File: src/rtl/sm_product_accumulator.sv
// Sign-magnitude product accumulator.
// Sums groups of 16-bit sign-magnitude products (delimited by in_last or by
// MAX_BEATS) in a two's-complement accumulator. Each group produces one
// saturated sign-magnitude result, handed off on a valid/ready output stream.
module sm_product_accumulator #(
  parameter int unsigned MAX_BEATS = 256,
  parameter int unsigned ACC_W     = 24
) (
  input  logic        clk,
  input  logic        rst_n,
  input  logic        clr,
  input  logic        in_valid,
  output logic        in_ready,
  input  logic [15:0] in_data,
  input  logic        in_last,
  output logic        out_valid,
  input  logic        out_ready,
  output logic [15:0] out_data,
  output logic        out_sat,
  output logic        out_forced
);

  localparam int unsigned CntW = $clog2(MAX_BEATS) + 1;

  typedef enum logic [0:0] {StAcc, StHold} state_e;

  state_e state_q, state_d;

  logic [ACC_W-1:0] acc_q, acc_d;
  logic [CntW-1:0]  cnt_q, cnt_d;
  logic [15:0]      res_data_q, res_data_d;
  logic             res_sat_q, res_sat_d;
  logic             res_forced_q, res_forced_d;

  logic [ACC_W-1:0] beat_mag, beat_val, sum, sum_abs;
  logic             accept, close, sum_sat;
  logic [15:0]      sum_sm;

  // Beat conversion, running sum and its sign-magnitude encoding.
  // The accumulator is always zero while in StHold (cleared when the result
  // is registered), so acc_q + beat_val also starts a fresh group there.
  always_comb begin
    beat_mag = {{(ACC_W-15){1'b0}}, in_data[14:0]};
    beat_val = in_data[15] ? (~beat_mag + 1'b1) : beat_mag;
    sum      = acc_q + beat_val;
    sum_abs  = sum[ACC_W-1] ? (~sum + 1'b1) : sum;
    sum_sat  = |sum_abs[ACC_W-1:15];
    // A zero sum has a clear sign bit, so negative zero cannot be produced.
    sum_sm   = {sum[ACC_W-1], sum_sat ? 15'h7FFF : sum_abs[14:0]};
    accept   = in_valid & in_ready;
    close    = accept & (in_last | (cnt_q == CntW'(MAX_BEATS - 1)));
  end

  // State register.
  always_ff @(posedge clk or negedge rst_n) begin
    if (!rst_n) begin
      state_q <= StAcc;
    end else begin
      state_q <= state_d;
    end
  end

  // Next-state logic: clr wins, a closing beat always lands in StHold.
  always_comb begin
    state_d = state_q;
    if (clr) begin
      state_d = StAcc;
    end else if (close) begin
      state_d = StHold;
    end else if ((state_q == StHold) && out_ready) begin
      state_d = StAcc;
    end
  end

  // Handshake outputs; in StHold the input only moves when the result retires.
  always_comb begin
    out_valid = (state_q == StHold);
    in_ready  = (state_q == StAcc) | out_ready;
  end

  // Datapath next state: accumulate, register result on close, or clear.
  always_comb begin
    acc_d        = acc_q;
    cnt_d        = cnt_q;
    res_data_d   = res_data_q;
    res_sat_d    = res_sat_q;
    res_forced_d = res_forced_q;
    if (clr) begin
      acc_d        = '0;
      cnt_d        = '0;
      res_data_d   = '0;
      res_sat_d    = 1'b0;
      res_forced_d = 1'b0;
    end else if (close) begin
      acc_d        = '0;
      cnt_d        = '0;
      res_data_d   = sum_sm;
      res_sat_d    = sum_sat;
      res_forced_d = ~in_last;
    end else if (accept) begin
      acc_d = sum;
      cnt_d = cnt_q + 1'b1;
    end
  end

  // Datapath registers.
  always_ff @(posedge clk or negedge rst_n) begin
    if (!rst_n) begin
      acc_q        <= '0;
      cnt_q        <= '0;
      res_data_q   <= '0;
      res_sat_q    <= 1'b0;
      res_forced_q <= 1'b0;
    end else begin
      acc_q        <= acc_d;
      cnt_q        <= cnt_d;
      res_data_q   <= res_data_d;
      res_sat_q    <= res_sat_d;
      res_forced_q <= res_forced_d;
    end
  end

  assign out_data   = res_data_q;
  assign out_sat    = res_sat_q;
  assign out_forced = res_forced_q;

endmodule
File: config.mk
export PLATFORM = sky130hd
export DESIGN_NAME = sm_product_accumulator
export DESIGN_NICKNAME = d
export VERILOG_FILES = /design/src/rtl/sm_product_accumulator.sv
export SDC_FILE = /design/constraint.sdc
export NUM_CORES = 1
export LEC_CHECK = 0
export ABC_AREA = 1
export BUFFER_PORTS_ARGS = -buffer_cell sky130_fd_sc_hd__buf_4
export CAP_MARGIN = 0
export CORE_MARGIN = 5
export CORE_UTILIZATION = 42
export CTS_CLUSTER_SIZE = 10
export DETAILED_ROUTE_END_ITERATION = 6
export GPL_TIMING_DRIVEN = 0
export PLACE_DENSITY = 0.63
export SYNTH_ARGS = -nofsm -noshare
export SYNTH_HDL_FRONTEND = slang
export SYNTH_SLANG_ARGS = --single-unit
File: constraint.sdc
create_clock -name clk -period 2.75 [get_ports clk]
set_input_delay 0.6875 -clock clk [delete_from_list [all_inputs] [get_ports clk]]
set_output_delay 0.6875 -clock clk [all_outputs]
set_load 0.02 [all_outputs]
# --- Word level (Yosys, flattened, before mapping) ---
# Index checks and enable logic that the tools add are counted.
word_totals:
  regBits: 52
  output_inout_bits: 20
  elab_cells: 42
classes:
  n_addsub: 4
  n_eq_ne: 1
  mux: 18
  bitwise_logic: 8
  n_reduce_logical: 5
ops:
  columns: ["operator", "count"]
  rows:
  - ["$mux 24", 5]
  - ["$add 24x1->24 const B", 2]
  - ["$mux 16", 2]
  - ["$mux 9", 3]
  - ["$add 24x24->24", 1]
  - ["$not 15->24", 1]
  - ["$not 24->24", 1]
  - ["$mux 15", 1]
  - ["$add 9x1->9 const B", 1]
  - ["$eq 9x8->1 const B", 1]
  - ["$reduce_or 9->1", 1]
  - ["$mux 1", 7]
  - ["$reduce_bool 3->1", 2]
  - ["$and 1x1->1", 2]
  - ["$not 1->1", 2]
  - ["$or 1x1->1", 2]
  - ["$reduce_bool 2->1", 1]
  - ["$logic_and 1x1->1", 1]

# --- Longest topological paths before layout ---
depth:
  ltp_word: 11
  mapped_depth: 32

# --- Worst setup path after synthesis ---
# No wires, ideal clock.
synth_timing:
  path_type: "input port to flip-flop"
  from: "input in_data[12]"
  to: "register res_data_q[5], in the netlist out_data[5]"
  setup_time_ps: 121
  arrival_ps: 3677
  path_slack_ps: -1048
  cell_stages: 24
  n_path_buf: 2
  cell_sequence: "or2_1 -> nor4_1 -> a31oi_1 -> nand2_1 -> o21ai_0 -> ha_1 -> nand2_1 -> inv_1 -> nand2_1 -> nand2_1 -> a21oi_1 -> nand2_2 -> a21oi_1 -> nand2_1 -> nand2_2 -> buf_4 -> nand3_1 -> nand2_1 -> nand2_1 -> nor2_1 -> nand3_2 -> nand2_4 -> buf_12 -> nand2_2"
synth_between:
  elab_chain_len: 11
synth_lines:
  columns: ["element", "line", "rtl"]
  rows:
  - ["from (decl)", "14", "input logic [15:0] in_data,"]
  - ["$not 15->24", "44", "beat_val = in_data[15] ? (~beat_mag + 1'b1) : beat_mag;"]
  - ["$add 24x1->24", "44", null]
  - ["$mux 24 *", "44", null]
  - ["$add 24x24->24 *", "45", "sum = acc_q + beat_val;"]
  - ["$not 24->24", "46", "sum_abs = sum[ACC_W-1] ? (~sum + 1'b1) : sum;"]
  - ["$add 24x1->24", "46", null]
  - ["$mux 24 *", "46", null]
  - ["$reduce_or 9->1", "47", "sum_sat = |sum_abs[ACC_W-1:15];"]
  - ["$mux 15 *", "49", "sum_sm = {sum[ACC_W-1], sum_sat ? 15'h7FFF : sum_abs[14:0]};"]
  - ["$mux 16 *", "94", "end else if (close) begin"]
  - ["$mux 16 *", "88", "if (clr) begin"]
  - ["to (signal assigned)", "117", "res_data_q <= res_data_d;"]
  - ["to (decl)", "31", "logic [15:0] res_data_q, res_data_d;"]
# Every way passes the cells marked *; elsewhere a longest branch is shown, timed or not. The select of a mux whose other input is x is not followed.
# A chain may end at the register's enable or synchronous reset.

# --- Worst setup path after layout ---
layout_timing:
  from: "input in_data[1]"
  to: "register res_data_q[3], in the netlist out_data[3]"
# The elaborated chain is that of the path after synthesis.

==> impl_table.tex <==
\begin{tabular}{lr}
\hline
Metric & Value \\
\hline
\multicolumn{2}{l}{\textbf{Drt}} \\
\quad Vias per Instance & 5.12 \\
\quad Drt pass-1 iters & 4 \\
\quad Antenna viol nets, final & 0 \\
\quad Post-detailed-routing wire length & 13700 um \\
\quad Remaining design rule violation count & 0 \\
\quad Initial DRC count & 246 \\
\quad Detail-routed net length per standard cell & 14.5 um \\
\quad Total via count in the routed design & 4813 \\
\multicolumn{2}{l}{\textbf{Power and ir drop}} \\
\quad Max VDD drop & 376 uV \\
\quad Power density relative to cell area & 528 nW/um2 \\
\quad Relative contribution of the clock network to total power & 16.6\% \\
\quad Internal Dissipation & 1.83 mW \\
\quad Switching fraction of total power & 44.4\% \\
\quad Part of the power in registers & 28.3\% \\
\quad Net switching component of the power & 1.46 mW \\
\quad Combinational share of power & 55.1\% \\
\quad Reported leakage power & 3.16 nW \\
\multicolumn{2}{l}{\textbf{Worst setup path}} \\
\quad Worst Path Required & 2970 ps \\
\quad Critical Path End Type & flop \\
\quad Arrival time of the worst setup path & 4030 ps \\
\quad CP max FO & 5 \\
\quad FF-to-FF setup slack & -500 ps \\
\quad CP top delay family & simple AND/OR/NAND/NOR gates \\
\quad Cell seen most often among critical-path stages & sky130\_fd\_sc\_hd\_\_nand2\_2 \\
\quad Launching element type of the critical path & input pin \\
\quad Startpoint of the lowest-slack register-to-register path & acc\_q[0] \\
\quad Worst setup path class & in -> reg \\
\quad CP peak stage delay & 270 ps \\
\quad Critical-path cell with the highest stage delay & sky130\_fd\_sc\_hd\_\_ha\_4 \\
\quad Register-to-Register Path Depth & 21 \\
\quad Worst reg2reg endpoint & out\_data[3] \\
\quad CP Buf/Inv Count & 8 \\
\multicolumn{2}{l}{\textbf{Layout}} \\
\quad Area growth, synth to finish & 32.7\% \\
\quad Most frequent cells in the layout & sky130\_fd\_sc\_hd\_\_nand2\_1 (180), sky130\_fd\_sc\_hd\_\_inv\_1 (93), sky130\_fd\_sc\_hd\_\_buf\_4 (65) \\
\quad Sequential cell area & 1300 um2 \\
\quad Final net count & 851 \\
\quad Fraction of the core area covered by cells at the end of the flow & 57.1\% \\
\quad Antenna Cells & 0 \\
\quad Multi-input gate area in the final layout & 3490 um2 \\
\quad Fraction of final layout cells with drive strength greater than 1 & 32.8\% \\
\quad Fill cell count & 998 \\
\quad Commonest non-fill, non-tap cell in the layout & sky130\_fd\_sc\_hd\_\_nand2\_1 \\
\multicolumn{2}{l}{\textbf{STA}} \\
\quad Worst slew margin relative to its limit & 56.9\% \\
\quad F\_max & 0.263 GHz \\
\quad Share of the clock period used by the worst path & 138\% \\
\quad Final hold vios & 0 \\
\quad Final period demand of the worst path & 3800 ps \\
\quad Setup slack after layout & -1050 ps \\
\quad Number of setup violations in the final report & 27 \\
\quad Number of pins with negative max-slew slack in the final report & 0 \\
\quad Setup skew after layout & 6.74 ps \\
\quad Worst-Margin Slew & 647 ps \\
\quad Setup repair after global routing missed its margin & true \\
\multicolumn{2}{l}{\textbf{Synth}} \\
\quad Synth cell types & 40 \\
\quad Cell count after synthesis & 719 \\
\quad Main combinational cell family by area after synthesis & simple AND/OR/NAND/NOR gates \\
\quad Synth warnings & 0 \\
\quad Share of the synthesized area in compound gates (AO/OA/AOI/OAI) & 12.1\% \\
\quad Syn Nets & 771 \\
\quad XOR/XNOR share of the synthesized area & 5.95\% \\
\quad Area leader, netlist & sky130\_fd\_sc\_hd\_\_dfrtp\_1 \\
\quad Area fraction of the dominant cell type after synthesis & 27.8\% \\
\quad Register bit count reported by yosys & 52 \\
\quad Share of cell area taken by muxes after synthesis & 0\% \\
\quad Share of synthesized area occupied by flip-flops and latches & 27.8\% \\
\quad Fraction of the mapped netlist area in adder cells & 8.17\% \\
\quad Leading cell types by total area after synthesis & sky130\_fd\_sc\_hd\_\_dfrtp\_1 (28\%), sky130\_fd\_sc\_hd\_\_nand2\_1 (18\%), sky130\_fd\_sc\_hd\_\_inv\_1 (9.0\%), sky130\_fd\_sc\_hd\_\_ha\_1 (7.7\%), sky130\_fd\_sc\_hd\_\_o21ai\_0 (5.1\%) \\
\quad Post-Synth Simple-Gate Area & 35.4\% \\
\quad Syn Std Cell Area & 4690 um2 \\
\quad Syn\_area\_per\_cell & 6.52 um2 \\
\multicolumn{2}{l}{\textbf{Clocking}} \\
\quad Depth of the CTS H-tree & 2 \\
\quad CTS root buffer & sky130\_fd\_sc\_hd\_\_clkbuf\_8 \\
\quad Clock latency on the worst-skew pair & 320 ps \\
\quad Clock tree buffer depth & 2 \\
\quad Post-CTS Hold Buffers & 0 \\
\quad CTS Buf Count & 5 \\
\quad Clock Pin Slew Worst Setup and Hold Paths & 100 ps \\
\quad Clock sinks & 52 \\
\quad TritonCTS clock tree & done \\
\multicolumn{2}{l}{\textbf{Floorplanning}} \\
\quad Initial core utilization & 43.1\% \\
\quad Number of ports placed on the die boundary & 42 \\
\quad Total core area & 10900 um2 \\
\quad Chip width & 116 um \\
\quad Die area & 13400 um2 \\
\quad Die Span Y & 116 um \\
\quad Std cell rows & 38 \\
\multicolumn{2}{l}{\textbf{Run}} \\
\quad MaxCap Viol Count & 0 \\
\multicolumn{2}{l}{\textbf{Global routing}} \\
\quad Total Routing Usage GR & 20.7\% \\
\quad Maximum number of pins on one net before global-route repair & 53 \\
\quad Number of antenna violations at the first check in global routing & 0 \\
\quad Number of global-route vias before repair & 4799 \\
\quad Aggregate global routing overflow & 0 \\
\quad Global-route wire length before repair & 22200 um \\
\multicolumn{2}{l}{\textbf{Place}} \\
\quad Port-buffer cells & 41 \\
\quad Weighted congestion at the end of routability-driven global placement & 0.920 \\
\quad Post-detail-place hpwl & 10100 um \\
\quad Place WS & -1590 ps \\
\multicolumn{2}{l}{\textbf{Outcome}} \\
\quad Result of the run & complete, but fails checks \\
\quad Violations in the final reports & negative setup slack \\
\multicolumn{2}{l}{\textbf{Min path}} \\
\quad Hold Crit Class & in -> async \\
\hline
\end{tabular}
through the flow:
step	hold WS [ps]	total power, mW	TNS, ps	cell area [um2]	cells
floorplan	392	1.96	-15250	4810	719
global placement	475	2.34	-32240	5300	900
detailed placement	475	2.37	-34220	5300	900
CTS	411	3.13	-16320	5980	931
global route	432	3.53	-22670	6220	940
finish	380	3.29	-18090	6220	940
cells by family (layout without fill, tap and decap cells):
kind of cell	Yosys count	count (layout)
buffers and inverters	128	209
adders and majority gates	30	30
and+or+nand+nor	376	376
AOI/OAI and AO/OA	102	102
DFF	52	52
xor gates and xnor gates	31	31
state kept, by name (all words and copies together) (netlist names):
signal	flops
acc_q	24
out_data	16
out_valid	1
out_sat	1
out_forced	1
cnt_q	9
worst reg2reg max path: cells and delay by family (launching register included):
kind,cells,cell delay [ps]
flip-flops,1,370
AND/OR/NAND/NOR,14,1440
adder cells (fa/ha/maj),3,980
buffers and inverters,4,370
layer usage:
| layer | track usage, % | vias to the layer above | wire length, um |
|---|---|---|---|
| li1 | - | 2433 | - |
| met1 | 28.0 | 2267 | 6320 |
| met2 | 35.4 | 94 | 6470 |
| met3 | 2.51 | 19 | 642 |
| met4 | 5.57 | 0 | 233 |
| met5 | 0 | - | 0 |
synthesized netlist by cell type:
library cell and instances:
sky130_fd_sc_hd__a21boi_0 1, sky130_fd_sc_hd__a21o_1 3, sky130_fd_sc_hd__a21oi_1 28, sky130_fd_sc_hd__a22oi_1 7, sky130_fd_sc_hd__a31oi_1 5, sky130_fd_sc_hd__a32o_1 1, sky130_fd_sc_hd__a32oi_1 1, sky130_fd_sc_hd__and2_1 3
sky130_fd_sc_hd__buf_12 1, sky130_fd_sc_hd__buf_2 1, sky130_fd_sc_hd__buf_4 1, sky130_fd_sc_hd__clkbuf_1 7, sky130_fd_sc_hd__clkinv_1 3, sky130_fd_sc_hd__dfrtp_1 52, sky130_fd_sc_hd__fa_1 1, sky130_fd_sc_hd__ha_1 29
sky130_fd_sc_hd__inv_1 112, sky130_fd_sc_hd__inv_2 3, sky130_fd_sc_hd__nand2_1 228, sky130_fd_sc_hd__nand2_2 19, sky130_fd_sc_hd__nand2_4 1, sky130_fd_sc_hd__nand3_1 29, sky130_fd_sc_hd__nand3_2 6, sky130_fd_sc_hd__nand3b_1 4
sky130_fd_sc_hd__nand4_1 6, sky130_fd_sc_hd__nor2_1 52, sky130_fd_sc_hd__nor2_2 6, sky130_fd_sc_hd__nor2_4 4, sky130_fd_sc_hd__nor3_1 11, sky130_fd_sc_hd__nor3_2 1, sky130_fd_sc_hd__nor4_1 3, sky130_fd_sc_hd__o21ai_0 48
sky130_fd_sc_hd__o21bai_1 1, sky130_fd_sc_hd__o22ai_1 6, sky130_fd_sc_hd__o31ai_1 1, sky130_fd_sc_hd__or2_1 2, sky130_fd_sc_hd__or2_2 1, sky130_fd_sc_hd__xnor2_1 4, sky130_fd_sc_hd__xor2_1 26, sky130_fd_sc_hd__xor2_2 1
power groups by stage:
stage	combinational, mW	sequential (mW)	clock, mW
finish	1.81	0.931	0.544
global route	2.01	0.943	0.583
CTS	1.65	0.929	0.558
detailed placement	1.43	0.938	0
global placement	1.40	0.935	0
floorplan	0.994	0.971	0
worst max-delay path by stage:
stage,from,end,cells past startpoint
2_1_floorplan,in_data[1],out_data[5],31
3_3_place_gp,in_data[1],out_data[5],29
3_5_place_dp,in_data[1],out_data[9],29
4_1_cts,in_data[1],out_data[13],31
5_1_grt,in_data[1],out_data[2],33
6_report,in_data[1],out_data[3],33
repair_timing:
item                       CTS  global route
pin swaps                   53            28
setup endpoints to repair   28            46
gates resized for setup     89            66
cloned                       1             0
buffers inserted            22            10
layout make-up:
cell class,count,share of cell area [%]
timing repair buffer,73,9.77
clock inverter,2,0.623
clock buffer,6,1.17
sequential,52,20.9
buffer,10,1.21
inverter,118,7.46
multi-input combinational,539,56.0
tap,140,2.82
No activity file was read; power rests on OpenSTA's default activity.
